==> config.mk <==
export PLATFORM = sky130hd
export DESIGN_NAME = sha1_stream_core
export DESIGN_NICKNAME = d
export VERILOG_FILES = /design/src/rtl/sha1_stream_core.sv
export SDC_FILE = /design/constraint.sdc
export NUM_CORES = 2
export LEC_CHECK = 0
export ABC_AREA = 1
export CAP_MARGIN = 25
export CELL_PAD_IN_SITES_DETAIL_PLACEMENT = 0
export CELL_PAD_IN_SITES_GLOBAL_PLACEMENT = 2
export CORE_UTILIZATION = 41
export CTS_CLUSTER_DIAMETER = 30
export DETAILED_ROUTE_END_ITERATION = 10
export PLACE_DENSITY_LB_ADDON = 0.1
export SLEW_MARGIN = 25
export SYNTH_ARGS = -nofsm -noshare
export SYNTH_HDL_FRONTEND = slang
export SYNTH_SLANG_ARGS = --single-unit
==> constraint.sdc <==
create_clock -name clk -period 8.25 [get_ports clk]
set_input_delay 1.65 -clock clk [delete_from_list [all_inputs] [get_ports clk]]
set_output_delay 1.65 -clock clk [all_outputs]
set_load 0.05 [all_outputs]
==> src/rtl/sha1_stream_core.sv <==
// SHA-1 engine fed with pre-padded 512-bit blocks as 32-bit big-endian words.
// Blocks are chained per message with first/last framing; RPC rounds run per clock.
module sha1_stream_core #(
  parameter int          RPC   = 1,
  parameter logic [31:0] IV_H0 = 32'h67452301,
  parameter logic [31:0] IV_H1 = 32'hEFCDAB89,
  parameter logic [31:0] IV_H2 = 32'h98BADCFE,
  parameter logic [31:0] IV_H3 = 32'h10325476,
  parameter logic [31:0] IV_H4 = 32'hC3D2E1F0
) (
  input  logic         clk,
  input  logic         rst_n,
  input  logic         s_valid,
  output logic         s_ready,
  input  logic [31:0]  s_data,
  input  logic         s_first,
  input  logic         s_last,
  output logic         busy,
  output logic [159:0] digest,
  output logic         digest_valid
);

  generate
    if (!(RPC == 1 || RPC == 2 || RPC == 4 || RPC == 5)) begin : g_bad_rpc
      $error("sha1_stream_core: RPC must be 1, 2, 4 or 5");
    end
  endgenerate

  typedef enum logic [1:0] {LOAD, COMPUTE, UPDATE} state_t;

  state_t      state, state_nxt;
  logic [3:0]  idx;
  logic [6:0]  t;
  logic        rdy_en;
  logic        last_flag;
  logic        accept;
  logic [31:0] h     [5];
  logic [31:0] h_sum [5];
  logic [31:0] wv    [16];
  logic [31:0] ext   [16+RPC];
  logic [31:0] a, b, c, d, e;
  logic [31:0] ra, rb, rc, rd, re, rt;
  logic [1:0]  grp;

  function automatic logic [31:0] rotl(input logic [31:0] x, input int n);
    return (x << n) | (x >> (32 - n));
  endfunction

  function automatic logic [31:0] f_sel(input logic [1:0] g, input logic [31:0] x,
                                        input logic [31:0] y, input logic [31:0] z);
    case (g)
      2'd0:    return (x & y) | (~x & z);
      2'd2:    return (x & y) | (x & z) | (y & z);
      default: return x ^ y ^ z;
    endcase
  endfunction

  function automatic logic [31:0] k_sel(input logic [1:0] g);
    case (g)
      2'd0:    return 32'h5A827999;
      2'd1:    return 32'h6ED9EBA1;
      2'd2:    return 32'h8F1BBCDC;
      default: return 32'hCA62C1D6;
    endcase
  endfunction

  // s_ready stays low during the first cycle out of reset
  assign s_ready = (state == LOAD) && rdy_en;
  assign busy    = (state != LOAD);
  assign accept  = s_valid && s_ready;

  always_comb begin
    state_nxt = state;
    case (state)
      LOAD:    if (accept && idx == 4'd15) state_nxt = COMPUTE;
      COMPUTE: if (t == 7'(80 - RPC)) state_nxt = UPDATE;
      UPDATE:  state_nxt = LOAD;
      default: state_nxt = LOAD;
    endcase
  end

  // RPC rounds per cycle; the window extension chains in-cycle schedule dependencies
  always_comb begin
    grp = (t < 7'd20) ? 2'd0 : (t < 7'd40) ? 2'd1 : (t < 7'd60) ? 2'd2 : 2'd3;
    for (int i = 0; i < 16; i++) ext[i] = wv[i];
    for (int j = 0; j < RPC; j++)
      ext[16+j] = rotl(ext[13+j] ^ ext[8+j] ^ ext[2+j] ^ ext[j], 1);
    ra = a; rb = b; rc = c; rd = d; re = e; rt = '0;
    for (int j = 0; j < RPC; j++) begin
      rt = rotl(ra, 5) + f_sel(grp, rb, rc, rd) + re + k_sel(grp) + ext[j];
      re = rd;
      rd = rc;
      rc = rotl(rb, 30);
      rb = ra;
      ra = rt;
    end
  end

  always_comb begin
    h_sum[0] = h[0] + a;
    h_sum[1] = h[1] + b;
    h_sum[2] = h[2] + c;
    h_sum[3] = h[3] + d;
    h_sum[4] = h[4] + e;
  end

  always_ff @(posedge clk or negedge rst_n) begin
    if (!rst_n) begin
      state        <= LOAD;
      idx          <= '0;
      t            <= '0;
      rdy_en       <= 1'b0;
      last_flag    <= 1'b0;
      digest_valid <= 1'b0;
      digest       <= '0;
      h[0]         <= IV_H0;
      h[1]         <= IV_H1;
      h[2]         <= IV_H2;
      h[3]         <= IV_H3;
      h[4]         <= IV_H4;
    end else begin
      rdy_en <= 1'b1;
      state  <= state_nxt;
      case (state)
        LOAD: begin
          if (accept) begin
            idx <= idx + 4'd1;
            if (idx == 4'd0 && s_first) begin
              h[0]         <= IV_H0;
              h[1]         <= IV_H1;
              h[2]         <= IV_H2;
              h[3]         <= IV_H3;
              h[4]         <= IV_H4;
              digest_valid <= 1'b0;
            end
            if (idx == 4'd15) begin
              last_flag <= s_last;
              t         <= '0;
            end
          end
        end
        COMPUTE: t <= t + 7'(RPC);
        UPDATE: begin
          for (int i = 0; i < 5; i++) h[i] <= h_sum[i];
          if (last_flag) begin
            digest       <= {h_sum[0], h_sum[1], h_sum[2], h_sum[3], h_sum[4]};
            digest_valid <= 1'b1;
          end
          idx <= '0;
        end
        default: ;
      endcase
    end
  end

  // Datapath registers carry no reset; they are always loaded before use
  always_ff @(posedge clk) begin
    if (accept) begin
      wv[idx] <= s_data;
      if (idx == 4'd15) begin
        a <= h[0];
        b <= h[1];
        c <= h[2];
        d <= h[3];
        e <= h[4];
      end
    end else if (state == COMPUTE) begin
      for (int i = 0; i < 16; i++) wv[i] <= ext[i+RPC];
      a <= ra;
      b <= rb;
      c <= rc;
      d <= rd;
      e <= re;
    end
  end

endmodule

==> reports/metrics.csv <==
stage,metric,value,unit
critical_path,CP Max Fanout,30,
critical_path,critical path's slowest cell,inv_1,
clocking,H-tree depth,5,
clocking,Post-CTS Repair Setup Buffers,0,
drt,initial DRC count,3983,
floorplan,Top Ports,200,
cells_and_area,final instance area,71800,sq um
timing,# setup viols final,0,
clocking,TritonCTS Sinks,1008,
power,P_int,13.0,mW
critical_path,crit start category,flop,
timing,fin. max-slew vios,0,
clocking,CTS root buf,clkbuf_16,
drt,Vias/cell,5.00,
logic_synthesis,Mapped Cells,7126,
floorplan,chip width,379,um
clocking,Clock Latency Late Sink,900,ps
timing,Peak Freq,0.164,GHz
cells_and_area,most frequent cells in the layout,"2900 x nand2_1, 1053 x inv_1, 672 x edfxtp_1, 340 x o21ai_0, 322 x nand3_1",
drt,# DRC,0,
timing,clk_skew,70.3,ps
drt,DRT Wirelength,203,mm
cells_and_area,nets,7812,
timing,final hold slack,470,ps
clocking,clk slew on worst S/H paths,40,ps
power,pwr dens,226,nW/um^2
floorplan,die area,144000,sq um
drt,Post-DRT Antenna Nets,0,
grt,vias in the first global route,47400,
timing,minimum clock period,6110,ps
critical_path,Most Frequent Cell on Critical Path,nand2_1,
placed_design,Final HPWL DP,146,mm
logic_synthesis,yosys warns,0,
placed_design,DP Area,62400,sq um
timing,Least-Margin Pin Slew,1030,ps
logic_synthesis,synth unique cells,41,
cells_and_area,area grow syn2layout,23.2,%
clocking,CTS tree,done,
drt,drt first pass iters,6,
power,Pleak,36.3,nW
clocking,CTS Buffer Depth,4,
power,Peak VDD IR,181,uV
critical_path,Worst Path Buf+Inv,5,
critical_path,crit-path max cell delay,760,ps
grt,GRT Resource Usage Total,0.285,
power,Psw,3.22,mW
power,combinational share of power,0.004,
critical_path,R2R setup slack,2140,ps
run_status,status,"complete, no violations",
grt,initial antenna violation count,1,
clocking,CTS Buf Count,283,
timing,period utilisation layout,0.740,
clocking,CTS Hold Bufs,0,
power,Sw Ratio,0.199,
logic_synthesis,net count after synthesis,7491,
critical_path,critical path class,reg -> reg,
timing,Final Worst Setup Slack,2140,ps
timing,max-slew headroom at the worst pin,0.312,
logic_synthesis,register area share after synthesis,0.493,
timing,unrepaired setup endpoints after global routing,false,
floorplan,CORE AREA,140000,sq um
power,share of power burned in registers,0.331,
drt,Vias,47700,
logic_synthesis,"flops & latches, synth",1008,
placed_design,placer congestion estimate,0.967,
critical_path,crit path launch,t[4],
critical_path,crit path cell chain,"inv_2, nand2_1, nand2_1, nand2_1, ha_1, inv_1, o22ai_1, o21ai_0, fa_1, fa_1, fa_1, inv_1, ha_1, nand2_1, inv_1, a21oi_1, nand2_1, inv_1, nand2_1, or2_2, nand3_1, o21ai_0",
hold_path,worst hold path type,reg -> reg,
critical_path,Crit path max-delay family,adder cells,
cells_and_area,layout cells sized above 1,0.0780,
critical_path,WP data required,8810,ps
timing,setup TNS,0,ps
floorplan,Site Rows,137,
hold_path,HP Start,digest[122],
grt,largest net degree at the start of global routing,242,
logic_synthesis,"Avg Cell Area, Syn",8.17,sq um
clocking,Resized cells post-CTS,0,
power,Total Power,16.2,mW
critical_path,CP arrival,6670,ps
power,clock share of power,0.665,
critical_path,RR Startpoint,t[4],
timing,endpoints failing hold,0,
critical_path,Worst setup EP type,flop,
logic_synthesis,Synth Cell Area,58200,sq um
grt,first-pass GRT wire length,302,mm
flow_run,MaxCap Viol Count,0,
placed_design,# port buffers,199,
drt,WL per Instance,21.2,um
floorplan,initial core utilization,0.415,
cells_and_area,"most common cell after layout, fill and taps aside",nand2_1,
grt,"Remaining Overflow, GRT",0,
floorplan,die height,379,um
placed_design,Place WS,2070,ps
per-layer routing:
layer | track usage | routed length (um) | vias to the layer above
met5 | 0 | 0 | -
met4 | 0.113 | 8250 | 0
met3 | 0.0386 | 9150 | 383
met2 | 0.464 | 94600 | 1271
met1 | 0.382 | 90500 | 22800
li1 | - | - | 23300
state kept, by name, summed over array words and instances, names as in the netlist:
register      count
a                32
b                32
c                32
d                32
digest          160
digest_valid      1
e                32
h               160
idx               4
last_flag         1
rdy_en            1
state             2
t                 7
wv              512
power groups by stage:
stage | Sequential, mW | Clock [mW] | Combinational [mW]
floorplan | 5.45 | 0 | 0.000324
global placement | 5.45 | 0 | 0.0595
detailed placement | 5.45 | 0 | 0.0600
CTS | 5.37 | 10.9 | 0.0601
global route | 5.36 | 11.2 | 0.0646
finish | 5.37 | 10.8 | 0.0569
stage by stage:
stage,instances,util
finish,9533,0.512
global route,9530,0.512
CTS,9528,0.512
detailed placement,9036,0.445
global placement,9035,0.445
floorplan,7126,-
path summary, 6_finish.rpt:
path,to,cells past startpoint
min in group asynchronous,digest[58],1
max reg2reg,a[14],22
min,digest[122],2
max in group asynchronous,digest[105],2
max,a[14],22
min reg2reg,digest[122],2
worst min-delay path: stages, from the launching register on:
cell,delay (ps)
dfrtp_1,330
nand2_1,50
nand2_1,50
final cells by class:
| class | count | area [sq um] |
|---|---|---|
| antenna | 3 | 7.51 |
| clock buffer | 348 | 7640 |
| clock inverter | 144 | 1730 |
| fill | 13700 | 68400 |
| inverter | 1061 | 3990 |
| multi-input combinational | 4847 | 25000 |
| sequential | 1008 | 28700 |
| tap | 1876 | 2350 |
| timing repair buffer | 246 | 2430 |
logic make-up after synthesis:
logic type,count (synthesis),share of synthesized area
flip-flops,1008,0.493
adder cells (fa/ha/maj),328,0.0866
AO/OA/AOI/OAI,697,0.0636
AND/OR/NAND/NOR,3647,0.248
multiplexers,2,0.000365
other,1,0.0000644
XOR/XNOR,172,0.0259
buffers and inverters,1271,0.0833
cell usage after synthesis (all sizes together):
| cell | count | area, sq um |
|---|---|---|
| a21o | 4 | 30.0 |
| a21oi | 200 | 1000 |
| a22o | 1 | 8.76 |
| a22oi | 4 | 30.0 |
| and2 | 22 | 138 |
| and3 | 11 | 68.8 |
| buf | 76 | 365 |
| clkbuf | 134 | 503 |
| conb | 1 | 3.75 |
| dfrtp | 256 | 6410 |
| dfstp | 80 | 2100 |
| edfxtp | 672 | 20200 |
| fa | 125 | 2500 |
| ha | 203 | 2540 |
| inv | 1061 | 3980 |
| mux2 | 1 | 11.3 |
| mux2i | 1 | 10.0 |
| nand2 | 2905 | 10900 |
| nand3 | 322 | 1610 |
| nand3b | 11 | 82.6 |
| nand4 | 39 | 244 |
| nor2 | 273 | 1030 |
| nor3 | 46 | 230 |
| nor4 | 2 | 12.5 |
| o211ai | 1 | 7.51 |
| o21a | 2 | 15.0 |
| o21ai | 385 | 1930 |
| o21bai | 33 | 248 |
| o22ai | 54 | 338 |
| o31ai | 12 | 90.1 |
| o32ai | 1 | 8.76 |
| or2 | 16 | 100 |
| xnor2 | 158 | 1380 |
| xor2 | 14 | 123 |
Power figures use the tool's default switching activity.
